==> src/rtl/hcsr04_medidor.sv <==
// HC-SR04 ranging: trigger pulse, echo timing, BCD distance in cm with rounding/saturation at 999.
// Latency: pronto 2 cycles after echo_s fall is seen; no backpressure, the result is held until the next ARMAZENA.
module hcsr04_medidor #(
    parameter int TRIGGER_CYCLES = 500,
    parameter int CYCLES_PER_CM  = 2941,
    parameter int TIMEOUT_CYCLES = 1_500_000
) (
    input  logic        clock,
    input  logic        reset,
    input  logic        medir,
    input  logic        echo,
    output logic        trigger,
    output logic [11:0] medida,
    output logic        pronto,
    output logic        erro,
    output logic [3:0]  db_estado
);

    localparam int TRIG_W = (TRIGGER_CYCLES > 1) ? $clog2(TRIGGER_CYCLES) : 1;
    localparam int TICK_W = (CYCLES_PER_CM > 1) ? $clog2(CYCLES_PER_CM) : 1;
    localparam int TO_W   = (TIMEOUT_CYCLES > 1) ? $clog2(TIMEOUT_CYCLES) : 1;

    localparam logic [TRIG_W-1:0] TRIG_MAX = TRIG_W'(TRIGGER_CYCLES - 1);
    localparam logic [TICK_W-1:0] TICK_MAX = TICK_W'(CYCLES_PER_CM - 1);
    localparam logic [TICK_W-1:0] TICK_MEIO = TICK_W'(CYCLES_PER_CM / 2);
    localparam logic [TO_W-1:0]   TO_MAX   = TO_W'(TIMEOUT_CYCLES - 1);

    typedef enum logic [3:0] {
        INICIAL       = 4'd0,
        PREPARA       = 4'd1,
        ENVIA_TRIGGER = 4'd2,
        ESPERA_ECHO   = 4'd3,
        MEDINDO       = 4'd4,
        ARMAZENA      = 4'd5,
        FINAL         = 4'd6,
        ERRO          = 4'd7
    } estado_t;

    estado_t            r_estado;
    estado_t            w_proximo;
    logic               r_echo_m;
    logic               r_echo_s;
    logic [TRIG_W-1:0]  r_trig_cnt;
    logic [TICK_W-1:0]  r_tick;
    logic [TO_W-1:0]    r_timeout;
    logic [11:0]        r_bcd;
    logic [11:0]        r_medida;
    logic               w_trig_fim;
    logic               w_tick_fim;
    logic               w_timeout;

    // Three-digit BCD increment that sticks at 999 instead of wrapping.
    function automatic logic [11:0] bcd_inc(input logic [11:0] v);
        logic [3:0] c;
        logic [3:0] d;
        logic [3:0] u;
        {c, d, u} = v;
        if (v == 12'h999) begin
            return v;
        end
        if (u != 4'd9) begin
            u = u + 4'd1;
        end else begin
            u = 4'd0;
            if (d != 4'd9) begin
                d = d + 4'd1;
            end else begin
                d = 4'd0;
                c = c + 4'd1;
            end
        end
        return {c, d, u};
    endfunction

    assign w_trig_fim = (r_trig_cnt == TRIG_MAX);
    assign w_tick_fim = (r_tick == TICK_MAX);
    assign w_timeout  = (r_timeout == TO_MAX);
    assign medida     = r_medida;
    assign db_estado  = r_estado;

    always_ff @(posedge clock or negedge reset) begin
        if (!reset) begin
            r_estado <= INICIAL;
        end else begin
            r_estado <= w_proximo;
        end
    end

    always_comb begin
        w_proximo = r_estado;
        trigger   = 1'b0;
        pronto    = 1'b0;
        erro      = 1'b0;
        case (r_estado)
            INICIAL:       if (medir) w_proximo = PREPARA;
            PREPARA:       w_proximo = ENVIA_TRIGGER;
            ENVIA_TRIGGER: begin
                trigger = 1'b1;
                if (w_trig_fim) w_proximo = ESPERA_ECHO;
            end
            ESPERA_ECHO: begin
                if (r_echo_s)       w_proximo = MEDINDO;
                else if (w_timeout) w_proximo = ERRO;
            end
            MEDINDO: begin
                if (!r_echo_s)      w_proximo = ARMAZENA;
                else if (w_timeout) w_proximo = ERRO;
            end
            ARMAZENA:      w_proximo = FINAL;
            FINAL: begin
                pronto    = 1'b1;
                w_proximo = INICIAL;
            end
            ERRO: begin
                erro      = 1'b1;
                w_proximo = INICIAL;
            end
            default:       w_proximo = INICIAL;
        endcase
    end

    always_ff @(posedge clock or negedge reset) begin
        if (!reset) begin
            r_echo_m   <= 1'b0;
            r_echo_s   <= 1'b0;
            r_trig_cnt <= '0;
            r_tick     <= '0;
            r_timeout  <= '0;
            r_bcd      <= 12'h000;
            r_medida   <= 12'h000;
        end else begin
            r_echo_m <= echo;
            r_echo_s <= r_echo_m;
            case (r_estado)
                PREPARA: begin
                    r_trig_cnt <= '0;
                    r_tick     <= '0;
                    r_timeout  <= '0;
                    r_bcd      <= 12'h000;
                end
                ENVIA_TRIGGER: r_trig_cnt <= r_trig_cnt + 1'b1;
                ESPERA_ECHO:   r_timeout <= r_echo_s ? '0 : r_timeout + 1'b1;
                // The cycle that sees echo_s fall is still a tick of the pulse width.
                MEDINDO: begin
                    r_timeout <= r_timeout + 1'b1;
                    if (w_tick_fim) begin
                        r_tick <= '0;
                        r_bcd  <= bcd_inc(r_bcd);
                    end else begin
                        r_tick <= r_tick + 1'b1;
                    end
                end
                ARMAZENA: r_medida <= (r_tick >= TICK_MEIO) ? bcd_inc(r_bcd) : r_bcd;
                default: ;
            endcase
        end
    end

endmodule

==> config.mk <==
export PLATFORM = sky130hd
export DESIGN_NAME = hcsr04_medidor
export DESIGN_NICKNAME = d
export VERILOG_FILES = /design/src/rtl/hcsr04_medidor.sv
export SDC_FILE = /design/constraint.sdc
export NUM_CORES = 1
export LEC_CHECK = 0
export ABC_AREA = 1
export BUFFER_PORTS_ARGS = -buffer_cell sky130_fd_sc_hd__buf_2
export CORE_MARGIN = 2
export CORE_UTILIZATION = 64
export CTS_BUF_LIST = sky130_fd_sc_hd__clkbuf_4 sky130_fd_sc_hd__clkbuf_8
export CTS_CLUSTER_SIZE = 16
export DETAILED_ROUTE_END_ITERATION = 10
export PLACE_DENSITY = 0.91
export RECOVER_POWER = 50
export REMOVE_ABC_BUFFERS = 1
export SETUP_SLACK_MARGIN = 0.02
export SYNTH_ARGS = -nofsm -noshare
export SYNTH_HDL_FRONTEND = slang
export SYNTH_SLANG_ARGS = --single-unit
export TNS_END_PERCENT = 30
==> constraint.sdc <==
create_clock -name clock -period 4 [get_ports clock]
set_input_delay 0.2 -clock clock [delete_from_list [all_inputs] [get_ports clock]]
set_output_delay 0.2 -clock clock [all_outputs]
set_load 0.02 [all_outputs]
---- Word-level counts from Yosys, hierarchy flattened ----
Cells that the tools add are included.
storage, ports and cells
  output and inout bits ................... 19
  bits of input ports ..................... 4
  logic and storage cells ................. 66
  bits in registers ....................... 72
cells by class
  add/subtract/negate cells ............... 6
  equal/unequal tests ..................... 16
  multiplexer cells ....................... 29
  reductions and logical operators ........ 6
  $lt $le $gt $ge ......................... 1
operator list
  cell                     number
  $mux W12                 6
  $pmux W21 S3             1
  $pmux W12 S2             2
  $mux W4                  10
  $eq A12 B12 Y1 const B   2
  $pmux W4 S6              1
  $add A21 B1 Y21 const B  1
  $eq A21 B21 Y1 const B   1
  $mux W21                 1
  $pmux W9 S2              1
  $eq A4 B3 Y1 const B     4
  $add A12 B1 Y12 const B  1
  $add A4 B1 Y4 const B    3
  $ge A12 B11 Y1 const B   1
  $add A9 B1 Y9 const B    1
  $eq A9 B9 Y1 const B     1
  $eq A4 B2 Y1 const B     2
  $ne A4 B4 Y1 const B     2
  $mux W1                  7
  $ne A2 B2 Y1 const B     3
  $eq A4 B1 Y1 const B     1
  $logic_not A4 Y1         1
  $reduce_and A2 Y1        2
  $reduce_bool A2 Y1       2
  $reduce_bool A3 Y1       1

---- Logic depth before layout (Yosys ltp) ----
  word-level depth ........................ 7
  gate-level depth with buffers ........... 12
  mapped depth without buffers ............ 12

---- Least setup slack after synthesis ----
OpenSTA, ideal clock, no wires.
  path type ............................... register to register
  from .................................... reg r_estado[2], in the netlist db_estado[2]
  to ...................................... reg r_bcd[1]
  path slack .............................. 2.453 ns
  path buffers ............................ 1
  library setup time ...................... 0.128 ns
  clock period less this slack ............ 1.547 ns
  stages on the path, launching flop included .. 8
  data arrival time ....................... 1.419 ns
  data required time ...................... 3.872 ns
  cell sequence ........................... dfrtp_1 nor2_1 nand3_2 nand2_1 inv_2 nor2_2 buf_4 o21ai_0
on the way
  cells in the longest elaborated chain, start to end .. 3
  elaborated cells on any way between the ends .. 6
  those cells by class .................... eq/ne: 3; mux: 1; reduce/logical: 2
RTL lines
  element                                                              line  source
  from (decl)                                                          39    estado_t r_estado;
  from (signal assigned)                                               85    r_estado <= w_proximo;
  $eq A4 B3 Y1 or $eq A4 B1 Y1 (tied branches)                         134   case (r_estado)
  $ne A2 B2 Y1 (no source line) or $reduce_bool A2 Y1 (tied branches)  --
  $reduce_and A2 Y1 (no source line)                                   --
  to (signal assigned)                                                 148   r_bcd <= bcd_inc(r_bcd);
  to (decl)                                                            46    logic [11:0] r_bcd;
Several ways; a longest one is shown, not always the timed one.
A chain may end at the register's enable or synchronous reset.

---- Worst setup path after layout ----
  from .................................... reg r_estado[1], in the netlist db_estado[1]
  to ...................................... reg r_bcd[7]
The elaborated chain is that of the path after synthesis.

==> flow_metrics.tcl <==
set metrics [dict create \
    status "finished with violations" \
    failed_checks "capacitance limit, slew limit" \
    pre_cts_ws_ps 1890 \
    overflow 0 \
    die-area_um2 7300 \
    die_x_um 85.4 \
    r2r_setup_slack_ps 1840 \
    hp-class "input pin to flip-flop" \
    dpl_cell_area_um2 4410 \
    tightest_slew_ps 2370 \
    grt_pass1_wl_um 17900 \
    dr.pass1.iters 5 \
    synth_seq_cells 72 \
    powerDensity_nw_per_um2 367 \
    ctsLongestPathBuffers 2 \
    nNetsFinal 638 \
    viasPerCell 5.94 \
    syn-cell-area_um2 4250 \
    syn-instance-count 598 \
    dr.first_iter.drc_count 312 \
    gp_congestion 0.948 \
    antenna_found_initial 0 \
    hold_viol 0 \
    min_to "db_estado[0]$_DFFE_PN0P_" \
    clk_latency_ps 350 \
    drive_above_1_share_pct 7.13 \
    slew_violations 45 \
    slew_headroom_pct -57.8 \
    r2r_end "r_bcd[7]$_DFFE_PN0P_" \
    floorplan.initialDensity_pct 66.5 \
    ys_warn_count 0 \
    coreArea_um2 6390 \
    synth_top_flop_cell "dfrtp_1" \
    cp.arrival_ps 2430 \
    cts_resized 0 \
    ant_nets 0 \
    hold_path_depth 3 \
    grt_pass1_vias 4138 \
    hp-start "medir" \
    clk_pin_slew_ps 80 \
    clock_sinks 72 \
    stdcell_area_um2 4650 \
    pin_count 23 \
    routedWlPerCell_um 14.4 \
    start_kind "flip-flop" \
    whs_ps 181 \
    fin_tns_setup_ps 0 \
    synth.avg_cell_area_um2 7.10 \
    vdd_ir_drop_max_uv 258 \
    r2r_cells 7 \
    synth_cell_types 38 \
    cts_setup_buffers 0 \
    routed_wl_um 10200 \
    port_buffers 22 \
    fin_ws_ps 1840 \
    async_flop_share_pct 100 \
    areaGrowthSynthToFinish_pct 9.43 \
    via_count 4206 \
    fmax_mhz 463 \
    finalSetupViolations 0 \
    grt_use_total_pct 30.5 \
    path_max_fanout 11 \
    endpoint_kind "flip-flop" \
    drc 0 \
    fp.dieH_um 85.4 \
    crit_required_ps 4270 \
    root_buffer "clkbuf_8" \
    clock_tree.htree_level_count 3 \
    leakagePower_nw 2.21 \
    rows 29 \
    timing.rr.start "db_estado[1]$_DFFE_PN0P_" \
    ys_seq_area_share_pct 42.4 \
    criticalPathCategory "flip-flop to flip-flop" \
    cap_violations 1 \
    rsz0062_at_grt "false" \
    post-dp-hpwl_um 7180 \
    grt_max_degree 45 \
    cts_tree "yes" \
    period_share_pct 54.0 \
    finClkSkew_ps 7.57 \
    postCtsHoldBufs 1 \
    period_needed_ps 2160 \
    numCtsBuffers 9 \
    antenna-diode-count 0 \
    synth_edf_count 0 \
]
[power breakdown]
group | leakage (nW) | switching (mW) | internal, mW
clock network | 0.124 | 0.266 | 0.442
registers | 0.994 | 0.0378 | 0.758
logic | 1.09 | 0.146 | 0.0544
[state kept, by name, summed over array words and instances, names as in the netlist]
signal and flops:
medida 12, db_estado 4, r_echo_s 1, r_echo_m 1
r_bcd 12, r_tick 12, r_timeout 21, r_trig_cnt 9
[worst max path at each step]
stage,start,endpoint,depth (start not counted)
3_5_place_dp,db_estado[1]$_DFFE_PN0P_,r_bcd[7]$_DFFE_PN0P_,7
5_1_grt,reset,r_timeout[4]$_DFFE_PN0P_,2
2_1_floorplan,db_estado[1]$_DFFE_PN0P_,r_timeout[7]$_DFFE_PN0P_,7
3_3_place_gp,db_estado[1]$_DFFE_PN0P_,r_bcd[1]$_DFFE_PN0P_,7
4_1_cts,db_estado[1]$_DFFE_PN0P_,r_bcd[7]$_DFFE_PN0P_,7
6_report,db_estado[1]$_DFFE_PN0P_,r_bcd[7]$_DFFE_PN0P_,7
[critical path: stages (launching register included)]
cell and delay, ps:
dfrtp_1 450, nor2_1 170, inv_1 90, nor2_1 710, nand2_2 310, inv_1 190
nand2_1 70, o21ai_0 80
[placed cells by master, fill, tap and decap left out, types with 4 or more instances in the layout]
cell type  instances
dfrtp_1           72
nor2_1            64
nor3_1             5
ha_1               7
o22ai_1           15
inv_1             71
nand2_2            4
xor2_1             5
o21ai_1            4
clkbuf_1          16
a21oi_1           16
clkbuf_8          10
buf_2              6
inv_2              6
o21ai_0           29
nand2_1          182
nor2_2             6
nand4_1           17
nand3_1           64
[cell usage after synthesis, types with 3 or more instances]
master / instances / area share (%)
nand3_1: 64 / 7.5
xor2_1: 5 / 1.0
o21ai_0: 29 / 3.4
nor2_1: 64 / 5.7
nor3_1: 5 / 0.59
nor2_2: 6 / 0.88
inv_2: 6 / 0.53
nand2_2: 4 / 0.59
a31oi_1: 3 / 0.44
inv_1: 71 / 6.3
dfrtp_1: 72 / 42
o21ai_1: 4 / 0.47
a21oi_1: 16 / 1.9
nand2_1: 182 / 16
nand4_1: 17 / 2.5
o22ai_1: 15 / 2.2
ha_1: 7 / 2.1
[kinds of logic after synthesis]
| group | synth area share (%) |
|---|---|
| other | 0.0883 |
| buffers and inverters | 7.99 |
| multiplexers | 0.236 |
| AND/OR/NAND/NOR | 35.8 |
| flip-flops | 42.4 |
| XOR/XNOR | 1.24 |
| adder cells (fa/ha/maj) | 2.06 |
| AO/OA/AOI/OAI | 10.1 |
[final cells by class]
class	instances	area, um^2
inverters	78	293
fillers	502	1740
repair buffers	24	108
flip-flops and latches	72	1800
clock buffers	12	153
well taps	77	96.3
clock inverters	3	90.1
multi-input cells	442	2100
[through the flow]
stage,power (mW),util (%),cells
after floorplan,0.934,-,592
after global placement,0.995,69.1,692
after detailed placement,1.00,69.1,692
after CTS,1.71,73.1,708
after global routing,1.78,72.7,708
final,1.70,72.7,708
[metal layers]
| layer | GRT usage (%) | up-vias | share of wire (%) |
|---|---|---|---|
| met2 | 47.9 | 184 | 48 |
| met5 | 0 | - | 0 |
| li1 | - | 2008 | - |
| met1 | 39.4 | 1958 | 41 |
| met3 | 6.81 | 56 | 7.1 |
| met4 | 16.5 | 0 | 4.3 |
(Power assumes the default switching activity.)
